<file path="config.mk">
export PLATFORM = sky130hd
export DESIGN_NAME = reg_file
export DESIGN_NICKNAME = d
export VERILOG_FILES = /design/src/rtl/reg_file.sv
export SDC_FILE = /design/constraint.sdc
export NUM_CORES = 1
export LEC_CHECK = 0
export ABC_CLOCK_PERIOD_IN_PS = 2400
export CAP_MARGIN = 20
export CORE_UTILIZATION = 30
export CTS_CLUSTER_SIZE = 16
export DETAILED_ROUTE_END_ITERATION = 16
export PLACE_DENSITY_LB_ADDON = 0.25
export SETUP_SLACK_MARGIN = 0.1
export SYNTH_ARGS = -nofsm -noshare
export SYNTH_HDL_FRONTEND = slang
export SYNTH_SLANG_ARGS = --single-unit
</file>
<file path="constraint.sdc">
create_clock -name clk -period 2.4 [get_ports clk]
set_input_delay 0.36 -clock clk [delete_from_list [all_inputs] [get_ports clk]]
set_output_delay 0.36 -clock clk [all_outputs]
set_load 0.02 [all_outputs]
</file>
<file path="src/rtl/reg_file.sv">
// ----------------------------------------------------------------------------
// reg_file
// General-purpose register file for the simple datapath CPU.
// One synchronous write port, two independent combinational read ports.
//
// Ports:
//   clk           rising-edge clock for all state changes
//   reset         asynchronous active-low clear of every register
//   write_enable  write register[write_index] with write_data on next edge
//   write_index   register to write
//   write_data    value to write
//   read_index_a  register selected for read port A
//   read_data_a   contents of register[read_index_a] (combinational)
//   read_index_b  register selected for read port B
//   read_data_b   contents of register[read_index_b] (combinational)
// ----------------------------------------------------------------------------
module reg_file #(
   parameter int DATA_WIDTH = 16,
   parameter int ADDR_WIDTH = 2
) (
   input  logic                  clk,
   input  logic                  reset,
   input  logic                  write_enable,
   input  logic [ADDR_WIDTH-1:0] write_index,
   input  logic [DATA_WIDTH-1:0] write_data,
   input  logic [ADDR_WIDTH-1:0] read_index_a,
   output logic [DATA_WIDTH-1:0] read_data_a,
   input  logic [ADDR_WIDTH-1:0] read_index_b,
   output logic [DATA_WIDTH-1:0] read_data_b
);

   localparam int NUM_REGS = 2 ** ADDR_WIDTH;

   logic [NUM_REGS-1:0][DATA_WIDTH-1:0] regs_q;
   logic [NUM_REGS-1:0][DATA_WIDTH-1:0] regs_d;

   always_comb begin
      regs_d = regs_q;
      if (write_enable) begin
         regs_d[write_index] = write_data;
      end
   end

   // Reset is asynchronous, so it clears storage immediately and also
   // overrides any write presented on the same edge.
   always_ff @(posedge clk or negedge reset) begin
      if (!reset) begin
         regs_q <= '0;
      end else begin
         regs_q <= regs_d;
      end
   end

   // Reads come straight from the flops: no write-through bypass, so a
   // same-index write becomes visible only after the edge.
   assign read_data_a = regs_q[read_index_a];
   assign read_data_b = regs_q[read_index_b];

endmodule

</file>
==> summary.txt, run 1 <==
Layout
  – Flip-flop count of the largest register after layout: 64
  – Final standard cell utilization of the core: 0.399
  – Fraction of layout instances using a drive strength above 1: 0.560
  – Count of antenna diodes in the layout: 0
  – Final Cell Area: 4100 um2
  – Register containing the most flip-flops in the final layout: regs_q
  – Number of nets in the layout: 266
  – Relative area change from synthesis to final layout: 29.1%
  – Regs by FF count: regs_q: 64 flops

Setup path
  – Cell-by-cell trace of the critical path: clkdlybuf4s50_1 -> buf_12 -> buf_12 -> mux4_2 -> clkdlybuf4s15_2
  – Required @ worst endpoint: 2.04 ns
  – Worst path most repeated cell: buf_12
  – Worst Setup Start Kind: input port
  – Crit path kind: in -> out
  – Slowest stage delay, CP: around 0.51 ns
  – Setup crit end kind: output pin
  – Critical path peak fanout: 7
  – Data arrival time of the critical path: 1.91 ns
  – Slowest cell on crit path: clkdlybuf4s50_1
  – Register-to-Register Setup Slack: between 1.5 and 2 ns

Synthesis
  – Area fraction in compound gates after synthesis: 0
  – Cell type with the highest aggregate area in the netlist: dfrtp_1
  – Synth Area in XOR/XNOR: 0
  – Fraction of the yosys area taken by sequential cells: 0.505
  – Share of cell area taken by muxes after synthesis: 0.454
  – Synthesized Nets: between 200 and 250
  – Distinct cells, synth: 11
  – Avg Synthesized Cell Area: 18.0 um2
  – Main area contributors after synthesis: dfrtp_1 (50%), mux2_2 (23%), mux4_2 (23%)
  – Post-synthesis share of cell area spent on and, or, nand and nor gates: 0.0162
  – Post-Syn Instances: 176
  – Post-Synthesis Cell Area: roughly 3200 um2
  – Area fraction of the dominant cell type after synthesis: 0.505
  – Number of storage elements in the synthesis netlist: 64
  – Adder-cell area share of the yosys netlist: 0
  – Largest family of logic cells by synthesized area: multiplexers
  – Total of warnings raised by yosys: 0

Power
  – Pleak: 0.00168 uW
  – Overall power of the completed layout: 3130 uW
  – Sequential power share: 0.458
  – Maximum resistive drop on vdd: 0.282 mV
  – P_sw: 908 uW
  – Share of power burned in combinational logic: 0.296
  – Power density over cell area: around 770 nW/um2
  – Net switching fraction of the power: 0.290
  – Internal power contribution: 2230 uW
  – Portion of total power attributed to the clock network: 0.246

GRT
  – Wire length of the first global-routing pass: roughly 12000 um
  – Global router's overall resource usage: 0.147
  – Via count of the first global-routing pass: roughly 2.1k
  – Initial antenna violation count: 0
  – Maximum number of pins on one net before global-route repair: 39
  – Total gr overflow: 0

STA
  – Final hold slack: 0.0509 ns
  – Setup violations, final: 0
  – Slew margin rel.: 0.579
  – Number of pins exceeding their max-slew limit in the final report: 0
  – Final worst path period share: 0.946
  – Final Hold Viols: 0
  – Time the final worst path needs with I/O delays and setup: 2.27 ns
  – Worst Tran Pin Value: 0.631 ns
  – Maximum clock frequency: 440 MHz
  – Worst Clk Skew: 0 ns
  – RSZ-0062 raised after global routing: no

Detailed routing
  – Antenna-violating nets left: 0
  – Routed WL: 7300 um
  – Via count normalized by instance count: between 5 and 6
  – Count of routing violations after the opening detailed-route iteration: 37
  – Pre-antenna DRT Iters: 4
  – Count of unresolved DRC violations after routing: 0
  – Average detailed-routed wire length per instance: 19.3 um
  – Via total after detailed routing: 1906

Placement
  – Quantity of I/O buffers inserted on ports: 56
  – Post-DP HPWL: 4560 um
  – Area of placed instances: 3940 um2
  – Global placement routability congestion: 0.683

CTS
  – Hold-fix buffers, CTS: 0
  – Number of H-tree levels: 3
  – TritonCTS clock tree: built
  – Max Buffers Root-to-Sink: 2
  – Num CTS Buffers: 9
  – Clock sink count: 64
  – Root buffer cell: clkbuf_8
  – CTS clk-pin slew, worst paths: 0.06 ns
  – Clock latency reported for the late side of the worst-skew pair: 0.32 ns

Floorplan
  – Number of top-level design ports: 57
  – Area inside the core boundary: 10300 um2
  – Placement Rows: 37
  – Die span in x: 105 um
  – Initial standard-cell utilization of the core: 0.309
  – Die H: 105 um
  – Area enclosed by the die boundary: 11000 um2

Flow run
  – Number of maximum-capacitance violations: 0

Hold path
  – Path class of the lowest-slack min-delay path: in -> async

Run status
  – Status: completed
-- cells in the final DEF, fill, tap and decap left out --
cell and n:
buf_4 2, dlygate4sd2_1 20, nand3b_2 2, dfrtp_1 64, nor3b_4 1, clkinv_2 1
mux4_2 32, nand3_2 1, buf_12 7, bufbuf_16 1, clkbuf_1 1, clkbuf_8 11
clkdlybuf4s50_1 22, clkdlybuf4s15_2 3, mux2_2 64, buf_2 11
-- cell usage after synthesis --
master	number
buf_2	5
buf_4	3
buf_6	1
clkbuf_1	2
clkbuf_8	1
dfrtp_1	64
mux2_2	64
mux4_2	32
nand3_2	1
nand3b_2	2
nor3b_4	1
-- cell type report --
class                   instances  area [um2]
flip-flops and latches         64        1600
well taps                     136         170
clock inverters                 1        5.00
fillers                       993        6180
repair buffers                 66         672
clock buffers                  12         155
multi-input cells             100        1490
-- logic make-up (layout without fill, tap and decap cells) --
group                  after synthesis  after routing
and+or+nand+nor                      4              4
DFF                                 64             64
muxes                               96             96
buffers and inverters               12             79
-- layer usage --
| layer | track usage | vias to the layer above | wire length [um] |
|---|---|---|---|
| met5 | 0 | - | 0 |
| met1 | 0.203 | 1028 | 3540 |
| met4 | 0.0372 | 0 | 68 |
| li1 | - | 823 | - |
| met3 | 0.0424 | 6 | 327 |
| met2 | 0.228 | 49 | 3360 |
-- worst paths after layout --
| kind | depth (start not counted) | endpoint | startpoint |
|---|---|---|---|
| min reg2reg | 1 | regs_q[12] | regs_q[12] |
| min | 1 | regs_q[12] | reset |
| max reg2reg | 1 | regs_q[51] | regs_q[51] |
| max in group asynchronous | 2 | regs_q[18] | reset |
| min in group clk | 1 | regs_q[12] | regs_q[12] |
| max | 5 | read_data_a[14] | read_index_a[0] |
-- timing repair --
action,in CTS,in global routing
pin swaps,0,0
cloned,1,0
resized for setup,64,5
setup endpoints to repair,32,5
setup buffers,2,0
-- through the flow --
stage          TNS [ns]  worst slack, ns  cells
4_1_cts               0            0.111    379
5_1_grt               0            0.101    379
6_report              0            0.129    379
3_3_place_gp      -4.03           -0.156    363
2_1_floorplan         0            0.648    176
3_5_place_dp      -4.37           -0.180    363
-- worst max-delay path, delay by kind of cell --
kind | cells | cell delay (ns)
buffers and inverters | 4 | 1.06
multiplexers | 1 | 0.49
-- power groups by stage --
stage          sequential [uW]  combinational [uW]  clock [uW]
2_1_floorplan             1390                 633           0
3_3_place_gp              1440                1020           0
3_5_place_dp              1450                1030           0
4_1_cts                   1430                 959         810
5_1_grt                   1470                 989         850
6_report                  1430                 928         772
No activity file was read; power rests on OpenSTA's default activity.
==> run 2, diff against run 1 <==
--- a/config.mk
+++ b/config.mk
@@ -7,7 +7,7 @@
 export LEC_CHECK = 0
 export ABC_CLOCK_PERIOD_IN_PS = 2400
 export CAP_MARGIN = 20
-export CORE_UTILIZATION = 30
+export CORE_UTILIZATION = 50
 export CTS_CLUSTER_SIZE = 16
 export DETAILED_ROUTE_END_ITERATION = 16
 export PLACE_DENSITY_LB_ADDON = 0.25
==> summary.txt, run 2 (same netlist as run 1, synthesis figures left out) <==
Placement
  – Area of placed instances: 3890 um2 (-1.2%)
  – Setup Slack @ Placement: -0.147 ns (+0.0324 ns)
  – Quantity of I/O buffers inserted on ports: 56 (unchanged)
  – Post-DP HPWL: 4680 um (+2.5%)
  – Global placement routability congestion: 0.753 (+10%)
  – Total instance count after detailed placement: 306 (-16%)

Detailed routing
  – Antenna-violating nets left: 0 (unchanged)
  – Pre-antenna DRT Iters: 4 (unchanged)
  – Routed WL: 7220 um (-1.1%)
  – Via count normalized by instance count: 5.85 (+16%)
  – Via total after detailed routing: 1914 (+0.42%)
  – Count of unresolved DRC violations after routing: 0 (unchanged)
  – Average detailed-routed wire length per instance: 22.1 um (+15%)
  – Count of routing violations after the opening detailed-route iteration: 97 (+160%)

STA
  – Final Hold Viols: 0 (unchanged)
  – Number of pins exceeding their max-slew limit in the final report: 0 (unchanged)
  – Worst Clk Skew: 0 ns (unchanged)
  – Setup violations, final: 0 (unchanged)
  – Final worst path period share: 0.948 (+0.00180)
  – RSZ-0062 raised after global routing: no
  – Slack of the critical path: 0.124 ns (-0.00432 ns)
  – Time the final worst path needs with I/O delays and setup: 2.28 ns (+0.00432 ns)
  – Worst Tran Pin Value: 0.801 ns (+0.169 ns)
  – Slew margin rel.: 0.466 (-0.113)
  – Maximum clock frequency: 439 MHz (-0.19%)

CTS
  – Max Buffers Root-to-Sink: 2 (unchanged)
  – Clock latency reported for the late side of the worst-skew pair: 0.32 ns (about the same)
  – Root buffer cell: clkbuf_8
  – CTS clk-pin slew, worst paths: 0.07 ns (about the same)
  – Num CTS Buffers: 9 (unchanged)
  – TritonCTS clock tree: built
  – Clock sink count: 64 (unchanged)
  – Number of H-tree levels: 3 (unchanged)

Layout
  – Cell Count, Final, Fillers Out: 327 (-14%)
  – Final Cell Area: 4210 um2 (+2.7%)
  – Most frequent cells in the layout: mux2_2 (64), dfrtp_1 (64), mux4_2 (32)
  – Relative area change from synthesis to final layout: 32.6%
  – Fraction of layout instances using a drive strength above 1: 0.532 (-0.0279)
  – Number of nets in the layout: 273 (+2.6%)
  – Register containing the most flip-flops in the final layout: regs_q
  – Number of fill cells in the layout: 401 (-60%)
  – Regs by FF count: regs_q: 64 flops
  – Count of antenna diodes in the layout: 0 (unchanged)
  – Flip-flop count of the largest register after layout: 64 (unchanged)
  – FF/Latch Area: 1600 um2 (unchanged)
  – Area used by multi-input combinational logic: 1490 um2 (unchanged)

Hold path
  – Path class of the lowest-slack min-delay path: in -> async

Power
  – Pleak: 0.00186 uW (+10%)
  – Power density over cell area: 802 nW/um2 (+4.8%)
  – Maximum resistive drop on vdd: 0.415 mV (+47%)

Flow run
  – Number of maximum-capacitance violations: 0 (unchanged)

Floorplan
  – Placement Rows: 28 (-24%)
  – Area enclosed by the die boundary: 6670 um2 (-39%)
  – Die span in x: 81.7 um (-22%)
  – Number of top-level design ports: 57 (unchanged)
  – Initial standard-cell utilization of the core: 0.527 (+0.218)
  – Area inside the core boundary: 6030 um2 (-41%)
  – Die H: 81.7 um (-22%)

Setup path
  – Required @ worst endpoint: 2.04 ns (about the same)
  – Crit path kind: in -> out
  – Data arrival time of the critical path: 1.92 ns (about the same)
  – Worst flop-to-flop path startpoint: regs_q[36]
  – Critical path peak fanout: 16 (+9)
  – Setup crit end kind: output pin
  – Worst Setup Start Kind: input port
  – Launch point of the critical path: read_index_b[1]

GRT
  – Total gr overflow: 0 (unchanged)
  – Wire length of the first global-routing pass: 11600 um (-3.3%)
  – Maximum number of pins on one net before global-route repair: 34 (-13%)
  – Global router's overall resource usage: 0.249 (+0.102)
  – Via count of the first global-routing pass: 2209 (+4.7%)
  – Initial antenna violation count: 0 (unchanged)

Run status
  – Status: completed
run 2: cell count changes in the layout (fill, tap and decap cells not counted), moves of 2 or more:
cell             before  now
buf_2                11    1
buf_4                 2   10
clkdlybuf4s15_2       3    1
buf_12                7    5
clkdlybuf4s50_1      22   26
dlygate4sd2_1        20   12
dlymetal6s2s_1        0   13
clkdlybuf4s15_1       0    3
run 2: area by class of cell:
| class | count | area share |
|---|---|---|
| multi-input cells | 100 | 0.355 |
| clock buffers | 12 | 0.0393 |
| repair buffers | 73 | 0.194 |
| clock inverters | 3 | 0.00952 |
| flip-flops and latches | 64 | 0.381 |
| well taps | 75 | 0.0223 |
run 2: where the power goes:
group	switching, uW	internal, uW	total, uW	leakage (uW)
logic	411	586	997	0.000993
clock network	388	555	943	0.000108
registers	149	1290	1430	0.000757
total	948	2430	3370	0.00186
run 2: layer usage:
layer | global-route usage | up-vias | part of all wire
li1 | - | 840 | -
met2 | 0.409 | 43 | 0.53
met4 | 0.0912 | 0 | 0.013
met1 | 0.330 | 1024 | 0.41
met5 | 0 | - | 0
met3 | 0.0533 | 7 | 0.039
run 2: per-stage QoR:
| stage | utilization | setup TNS, ns | hold slack (ns) | total power (uW) |
|---|---|---|---|---|
| final | 0.698 | 0 | 0.103 | 3370 |
| after global routing | 0.698 | 0 | 0.157 | 3530 |
| after CTS | 0.692 | 0 | 0.127 | 3410 |
| after detailed placement | 0.645 | -3.63 | 0.480 | 2490 |
| after global placement | 0.645 | -3.14 | 0.443 | 2420 |
| after floorplan | - | 0 | 0.0644 | 2030 |
run 2: what timing repair did:
| item | in CTS | in global routing |
|---|---|---|
| setup buffers | 4 | 0 |
| endpoints found under the setup margin | 32 | 16 |
| hold buffers | 0 | 0 |
| gates resized for setup | 19 | 15 |
| cloned | 2 | 0 |
run 2: path summary, 6_finish.rpt:
check	slack [ns]	depth (start not counted)	end
max in group asynchronous	1.64	2	regs_q[22]
min reg2reg	0.53	1	regs_q[42]
min	0.10	1	regs_q[9]
max	0.12	4	read_data_b[2]
min in group clk	0.53	1	regs_q[42]
max reg2reg	1.60	1	regs_q[36]
run 2: worst max-delay path, cell delays in order:
cell and delay, ns:
clkdlybuf4s50_1 0.51, buf_12 0.18, mux4_2 0.31, clkdlybuf4s50_1 0.55
